File: src/rtl/fetch_pkg.sv
// Shared widths, FSM encodings and entry layout for the instruction fetch queue.
package fetch_pkg;

   localparam int unsigned XLEN = 64;
   localparam int unsigned ILEN = 32;
   localparam logic [XLEN-1:0] PC_INC = XLEN'(4);

   typedef enum logic [1:0] {
      IDLE = 2'd0,
      WAIT = 2'd1,
      DROP = 2'd2
   } fetch_state_t;

   typedef struct packed {
      logic [XLEN-1:0] pc;
      logic [ILEN-1:0] instr;
   } fetch_entry_t;

endpackage

File: src/rtl/fetch_fifo.sv
// Synchronous FIFO of fetched {pc, instr} entries with flush and occupancy count.
module fetch_fifo
   import fetch_pkg::*;
#(
   parameter  int unsigned DEPTH = 4,
   localparam int unsigned AW    = $clog2(DEPTH),
   localparam int unsigned CW    = AW + 1
) (
   input  logic         clk,
   input  logic         reset,
   input  logic         flush,
   input  logic         push,
   input  fetch_entry_t push_data,
   input  logic         pop,
   output fetch_entry_t head,
   output logic [CW-1:0] count
);

   fetch_entry_t  mem [DEPTH];
   logic [AW-1:0] wr_ptr;
   logic [AW-1:0] rd_ptr;
   logic          do_push;
   logic          do_pop;

   assign do_push = push && (count != CW'(DEPTH));
   assign do_pop  = pop && (count != '0);
   assign head    = mem[rd_ptr];

   // Flush outranks any same-cycle push or pop.
   always_ff @(posedge clk) begin
      if (reset) begin
         wr_ptr <= '0;
         rd_ptr <= '0;
         count  <= '0;
         for (int i = 0; i < int'(DEPTH); i++) begin
            mem[i] <= '0;
         end
      end else if (flush) begin
         wr_ptr <= '0;
         rd_ptr <= '0;
         count  <= '0;
      end else begin
         if (do_push) begin
            mem[wr_ptr] <= push_data;
            wr_ptr      <= wr_ptr + AW'(1);
         end
         if (do_pop) begin
            rd_ptr <= rd_ptr + AW'(1);
         end
         count <= count + CW'(do_push) - CW'(do_pop);
      end
   end

endmodule

File: src/rtl/fetch_queue.sv
// Prefetching instruction fetch unit: request FSM, fetch PC and a decode-facing FIFO.
module fetch_queue
   import fetch_pkg::*;
#(
   parameter  int unsigned     DEPTH    = 4,
   parameter  logic [XLEN-1:0] RESET_PC = 64'h0,
   localparam int unsigned     CW       = $clog2(DEPTH) + 1
) (
   input  logic            clk,
   input  logic            reset,
   input  logic            redirect_valid,
   input  logic [XLEN-1:0] redirect_pc,
   output logic            imem_req,
   output logic [XLEN-1:0] imem_addr,
   input  logic            imem_ack,
   input  logic [ILEN-1:0] imem_rdata,
   output logic            id_valid,
   output logic [XLEN-1:0] id_pc,
   output logic [ILEN-1:0] id_instr,
   input  logic            id_ready
);

   fetch_state_t    state, state_nxt;
   logic [XLEN-1:0] fetch_pc, fetch_pc_nxt;
   logic [XLEN-1:0] addr_nxt;
   logic [XLEN-1:0] redirect_al;
   logic [CW-1:0]   count, count_after;
   logic            push, pop;
   fetch_entry_t    head;

   assign redirect_al = {redirect_pc[XLEN-1:2], 2'b00};
   assign pop         = id_valid && id_ready;
   assign id_valid    = (count != '0);
   assign id_pc       = head.pc;
   assign id_instr    = head.instr;

   fetch_fifo #(.DEPTH(DEPTH)) u_fifo (
      .clk       (clk),
      .reset     (reset),
      .flush     (redirect_valid),
      .push      (push),
      .push_data ('{pc: imem_addr, instr: imem_rdata}),
      .pop       (pop),
      .head      (head),
      .count     (count)
   );

   // Next state, next fetch PC and next request address.
   always_comb begin
      state_nxt    = state;
      fetch_pc_nxt = fetch_pc;
      addr_nxt     = imem_addr;
      push         = 1'b0;
      count_after  = count;
      case (state)
         IDLE: begin
            if (redirect_valid) begin
               fetch_pc_nxt = redirect_al;
            end else if (count < CW'(DEPTH)) begin
               state_nxt = WAIT;
               addr_nxt  = fetch_pc;
            end
         end
         WAIT: begin
            if (redirect_valid) begin
               fetch_pc_nxt = redirect_al;
               state_nxt    = imem_ack ? IDLE : DROP;
            end else if (imem_ack) begin
               push         = 1'b1;
               fetch_pc_nxt = imem_addr + PC_INC;
               count_after  = count + CW'(1) - CW'(pop);
               if (count_after < CW'(DEPTH)) begin
                  addr_nxt = imem_addr + PC_INC;
               end else begin
                  state_nxt = IDLE;
               end
            end
         end
         DROP: begin
            if (redirect_valid) begin
               fetch_pc_nxt = redirect_al;
            end
            if (imem_ack) begin
               state_nxt = IDLE;
            end
         end
         default: state_nxt = IDLE;
      endcase
   end

   always_ff @(posedge clk) begin
      if (reset) begin
         state     <= IDLE;
         fetch_pc  <= {RESET_PC[XLEN-1:2], 2'b00};
         imem_req  <= 1'b0;
         imem_addr <= '0;
      end else begin
         state     <= state_nxt;
         fetch_pc  <= fetch_pc_nxt;
         imem_req  <= (state_nxt != IDLE);
         imem_addr <= addr_nxt;
      end
   end

endmodule
File: config.mk
export PLATFORM = sky130hd
export DESIGN_NAME = fetch_queue
export DESIGN_NICKNAME = d
export VERILOG_FILES = /design/src/rtl/fetch_pkg.sv /design/src/rtl/fetch_fifo.sv /design/src/rtl/fetch_queue.sv
export SDC_FILE = /design/constraint.sdc
export NUM_CORES = 1
export LEC_CHECK = 0
export ABC_AREA = 1
export BUFFER_PORTS_ARGS = -buffer_cell sky130_fd_sc_hd__buf_2
export CAP_MARGIN = 25
export CORE_ASPECT_RATIO = 1.2
export CORE_MARGIN = 2
export CORE_UTILIZATION = 40
export DETAILED_ROUTE_END_ITERATION = 7
export PLACE_DENSITY = 0.57
export SETUP_SLACK_MARGIN = 0.15
export SYNTH_ARGS = -nofsm -noshare
export SYNTH_HDL_FRONTEND = slang
export SYNTH_SLANG_ARGS = --single-unit
File: constraint.sdc
create_clock -name clk -period 27.7 [get_ports clk]
set_clock_uncertainty 0.15 [all_clocks]
set_input_delay 2.77 -clock clk [delete_from_list [all_inputs] [get_ports clk]]
set_output_delay 2.77 -clock clk [all_outputs]
set_load 0.01 [all_outputs]
==> Yosys cells after proc, flatten, opt, wreduce, memory -nomap -nowiden <==
Memories as Yosys holds them, arrays and structs flattened. A register that Yosys moved wholly into a read port is not among the register bits.
Index checks and enable logic that the tools add are counted.
{ "totals": {"ff_bits": 138, "mem_bits_rw": 384, "in_bits": 101, "out_inout_bits": 162, "elab_cells": 72, "n_memories": 1} }
{ "classes": {"n_addsub": 7, "order_cmp": 2, "n_eq_ne": 10, "n_mux": 32, "n_reduce_logical": 13} }
{ "memory_table": {"columns": ["memory", "depth", "width", "rd", "rd_clocked_by_memory_dff", "wr", "line_no", "text"], "rows": [
  ["u_fifo.mem", 4, 96, 1, 1, 4, "fetch_fifo.sv:19", "fetch_entry_t mem [DEPTH];"]
]} }
{ "ops": {"columns": ["cell", "n"], "rows": [
  ["$mux 64", 8],
  ["$pmux 64 s2", 2],
  ["$mux 96", 1],
  ["$reduce_or 96->1", 1],
  ["$add 64x3->64 const B", 1],
  ["$mux 2", 10],
  ["$mux 1", 10],
  ["$ne 2x2->1 const B", 5],
  ["$lt 3x3->1 const B", 2],
  ["$ne 3x3->1 const B", 2],
  ["$pmux 2 s3", 1],
  ["$reduce_and 6->1", 1],
  ["$reduce_bool 2->1", 3],
  ["$sub 3x1->3", 2],
  ["$add 2x1->2 const B", 2],
  ["$reduce_or 2->1", 2],
  ["$add 3x1->3", 1],
  ["$add 3x1->3 const B", 1],
  ["$logic_and 1x1->1", 3],
  ["$reduce_and 3->1", 1],
  ["$reduce_bool 3->1", 1],
  ["$eq 2x1->1 const B", 1],
  ["$eq 2x2->1 const B", 1],
  ["$logic_not 2->1", 1],
  ["$ne 2x1->1 const B", 1]
]} }

==> Longest topological paths before layout <==
{ "depth": {"ltp_word": 10, "depth_mapped": 14} }

==> Modules after synthesis <==
A second synthesis with hierarchy kept.
{ "unflattened": {"cells_unflattened": 2781, "area_unflattened_um2": 24594.8} }
{ "by_module_without_submodules": {"columns": ["module", "instances", "cells_each", "area_per_inst_um2", "seq_area_each_um2"], "rows": [
  ["fetch_fifo", 1, 1536, 16877.4, 11711.2],
  ["fetch_queue", 1, 1245, 7717.4, 2622.5]
]} }

==> Worst setup path before layout <==
Ideal clock, no wire load.
{ "synth_path": {"path_kind": "input port to flip-flop", "startpoint": "in redirect_valid", "endpoint": "mem u_fifo.mem[1][0] (netlist bit), enable pin", "setup_time_ns": 0.683, "t_arrival_ns": 9.884, "path_slack_ns": 16.983, "cell_stages": 5, "n_path_buf": 0, "cell_sequence": "inv_1 -> nand2_1 -> nor2_1 -> nand2_1 -> o21ai_0"} }
{ "synth_lines": {"columns": ["element", "line_no", "text"], "rows": [
  ["start, declared", "fetch_queue.sv:11", "input logic redirect_valid,"],
  ["end, declared", "fetch_fifo.sv:19", null]
]} }

==> results <==
- The cell count after synthesis came out at around 2700.
- The final-layout setup total negative slack is 0 ps.
- The total design power is between 1.5 and 2 mW.
- The initial utilization of the core area, before any placement, comes to a little over 40%.
- In this run, CTS created clock tree buffers numbering 53.
- The total overflow left after global routing is 0.
- The pin count of the biggest net entering global routing is about 100.
- The number of sinks on the clock net is 524.
- The detail route stage leaves a number of antenna-violating nets equal to 0.
- The floorplan has 99 rows.
- The path class of the tightest hold or removal check is register to register.
- The floorplan die width is roughly 230 um.
- The mean instance size in the synthesized netlist is around 9.1 um^2.
- The final route contains 20259 vias.
- Measured against its own limit, the worst slew margin works out to between 30% and 40%.
- The worst register-to-register path ends at u_fifo.mem[2][64]$_SDFFCE_PN0P_.
- The fraction of layout cells with a size suffix above 1 is around 16%.
- The vertical extent of the die is ~270 um.
- The share of synthesized area occupied by flip-flops and latches is between 50% and 60%.
- The summed instance area of the synthesized netlist is ~0.024 mm^2.
- The leakage power is between 10 and 15 nW.
- The worst setup path is captured at an output pin.
- When the netlist entered floorplanning its net count stood at 2787.
- The final cycle utilization of the critical path is approximately 24%.
- The post-CTS resize count is 0.
- In this run the most critical hold path is launched from fetch_pc[0]$_SDFFE_PP0P_.
- Counting distinct cell types in the post-synthesis netlist gives 33.
- The beginning of the worst register-to-register path is state[0]$_SDFF_PP0_.
- For this run, global-route usage on met3 was measured as 3.879%.
- For this run, the post-layout net count is ~3000.
- The number of max-capacitance violations reported is 0.
- The wire length after detailed routing is a little under 80 mm.
- The library cells used most frequently in the layout, excluding fill and tap cells, are sky130_fd_sc_hd__nor2_1 (582), sky130_fd_sc_hd__edfxtp_1 (384), sky130_fd_sc_hd__o21ai_0 (326).
- The worst register-to-register path has a setup slack of 24080 ps.
- The buffer depth of the longest clock path is 3.
- For this run, the number of Yosys warnings is 0.
- The first-pass GRT wire length is approximately 120 mm.
- The floorplan step defined a core boundary enclosing just over 0.06 mm^2.
- Of all cell types, the one taking the most synthesized area is sky130_fd_sc_hd__edfxtp_1.
- The initial antenna violation count is 0.
- Counting flops and latches in the post-synthesis netlist gives about 520.
- The number of setup violations in the final report is 0.
- The maximum fanout encountered on the critical timing path is between 80 and 90.
- VDD sags by at most 38.93 uV.
- The final weighted congestion in routability-driven placement is about 0.95.
- The transition time at the pin with the least slew margin is between 1000 and 1500 ps.
- Along the worst hold path, the cell count comes to 2.
- The number of max-slew violations in the final report is 0.
- The floorplan die area is 0.06279 mm^2.
- The number of DRC violations after detailed routing is 0.
- The most common cell after layout, fill and taps aside is sky130_fd_sc_hd__nor2_1.
- The share of synthesized area in the top cell type comes to 47.42%.
- The most used routing layer in global routing is met2.
- After detailed routing, the average wire length per cell comes to 21.38 um.
- In this run, post-CTS hold repair placed 0 buffers.
- 263 I/O pins were placed.
- After synthesis, the cell types taking the most area are sky130_fd_sc_hd__edfxtp_1 (47%), sky130_fd_sc_hd__dfxtp_1 (12%), sky130_fd_sc_hd__nor2_1 (9.0%).
- In the global route stage, overall resource usage came out at 24.45%.
- The run finished with clean final reports.
- The post-CTS setup buffer count is 0.
- The met1 global-route usage is approximately 33%.
- The number of global-route vias before repair came to ~19000.
- From synthesis to final layout, the design area changed by 15.05%.
- Clock-pin slew was measured on the worst setup and hold paths at roughly 70 ps.
- Setup repair after global routing left no endpoint under its margin.
- The worst path needs 6680 ps of the cycle, external delays included.
- The met2 layer usage reported by global route is 40.31%.
- The root buffer cell is sky130_fd_sc_hd__clkbuf_16.
- The number of iterations in the first detailed-routing pass is 5.
- The total of buffers placed on input and output ports is 260.
- Dividing total power by cell area gives a power density of roughly 65 mW/mm^2.
- The area of placed instances is about 0.026 mm^2.
- The H-tree was split into 2 levels.
- The fraction of the core area covered by cells at the end of the flow is 46.29%.
- The half-perimeter wire length of the detailed placement result is ~48 mm.
- The startpoint class of the critical path is a register.
- The end point of the worst hold path is fetch_pc[0]$_SDFFE_PP0P_.
- The final-report hold violation count is 0.
- In this run, the number of DRC markers left after iteration 0 of detailed routing was approximately 1800.
- The post-layout instance area is ~0.028 mm^2.
- The final antenna diode count is 0.
- The average via count per standard cell is 5.471.
- The maximum operating frequency is 149.7 MHz.
- Counting cells, the worst reg-to-reg path comes to 7.
- The type of the worst setup path is register to output pin.
- The latest clock arrival within the worst-skew pair is approximately 610 ps.
- The clock tree from TritonCTS is yes.
- For the worst setup path, the data arrival time is about 3800 ps.
- For the worst setup path, the data required time is about 25000 ps.
-- registers in the layout, summed over array words and instances (netlist names), named ones only --
register and cells:
u_fifo.rd_ptr 2, imem_addr 64, u_fifo.mem 384, fetch_pc 64, imem_req 1, u_fifo.wr_ptr 2
u_fifo.count 3, state 2
-- worst max-delay path: stages, from the launching register on --
cell                      delay, ps
sky130_fd_sc_hd__dfxtp_4        710
sky130_fd_sc_hd__buf_4          650
sky130_fd_sc_hd__buf_4          780
sky130_fd_sc_hd__o21ai_0        210
sky130_fd_sc_hd__o22ai_1        490
sky130_fd_sc_hd__buf_2          230
-- worst max-delay path by stage --
| stage | start | endpoint | depth (start not counted) |
|---|---|---|---|
| finish | register | id_pc[55] | 5 |
| floorplan | redirect_valid | u_fifo.mem[1][0]$_SDFFCE_PN0P_ | 5 |
| detailed placement | register | id_pc[55] | 5 |
| CTS | register | id_pc[55] | 5 |
| global route | register | id_pc[55] | 5 |
| global placement | redirect_valid | u_fifo.mem[0][90]$_SDFFCE_PN0P_ | 9 |
-- per-stage QoR --
step	cells	setup slack [ps]	hold slack (ps)
after detailed placement	3602	21470	302.8
after global placement	3602	21470	293.5
after global routing	3703	20760	328.8
final	3703	21020	315.4
after CTS	3700	20810	312.8
after floorplan	2681	16980	285.6
-- logic make-up (layout without fill, tap and decap cells) --
kind of cell	Yosys count	count (layout)	synth area share, %
buf+inv	352	566	5.819
xor+xnor	33	33	1.189
flops	524	524	58.94
compound gates	669	669	14.38
fa+ha+maj	5	5	0.2881
simple gates	1098	1098	19.39
-- metal layers --
layer  wire, um  share of wire (%)  up-vias
li1           -                  -     9485
met1      33590                 42     9890
met2      37670                 48      752
met3       5163                6.5      132
met4       2742                3.5        0
met5          0                  0        -
-- cell type report --
| type | instances | area, um^2 |
|---|---|---|
| clock buffer | 71 | 1466 |
| clock inverter | 27 | 281.5 |
| fill | 5938 | 32470 |
| inverter | 179 | 679.4 |
| multi-input combinational | 1805 | 8631 |
| sequential | 524 | 14340 |
| tap | 808 | 1011 |
| timing repair buffer | 289 | 1572 |
-- power by group --
part           switching [mW]  internal [mW]
Clock                   0.314          0.418
Combinational           0.120         0.0467
Sequential             0.0300          0.879
-- cells in the mapped netlist --
cell                       number
sky130_fd_sc_hd__nand4_1       15
sky130_fd_sc_hd__o21ai_1        6
sky130_fd_sc_hd__nor2_2        15
sky130_fd_sc_hd__ha_1           4
sky130_fd_sc_hd__inv_2          5
sky130_fd_sc_hd__clkinv_1       2
sky130_fd_sc_hd__clkbuf_1     117
sky130_fd_sc_hd__dfxtp_1      140
sky130_fd_sc_hd__buf_1         17
sky130_fd_sc_hd__buf_2         30
sky130_fd_sc_hd__xor2_1        33
sky130_fd_sc_hd__nand3_1       57
sky130_fd_sc_hd__buf_4          3
sky130_fd_sc_hd__nand3_2        1
sky130_fd_sc_hd__o21ai_0      327
sky130_fd_sc_hd__nor2_4        24
sky130_fd_sc_hd__edfxtp_1     384
sky130_fd_sc_hd__nor3b_1        1
sky130_fd_sc_hd__o22ai_1       96
sky130_fd_sc_hd__inv_1        172
sky130_fd_sc_hd__nand2_1      325
sky130_fd_sc_hd__nand2_2        5
sky130_fd_sc_hd__nor3_1        40
sky130_fd_sc_hd__nor3_2        30
sky130_fd_sc_hd__buf_6          6
sky130_fd_sc_hd__a221oi_1       3
sky130_fd_sc_hd__or2_2          1
sky130_fd_sc_hd__nand3b_1       1
sky130_fd_sc_hd__a31oi_1       11
sky130_fd_sc_hd__a21oi_1      225
sky130_fd_sc_hd__nor2_1       583
sky130_fd_sc_hd__fa_1           1
sky130_fd_sc_hd__o211ai_1       1
No activity file was read; power rests on OpenSTA's default activity.
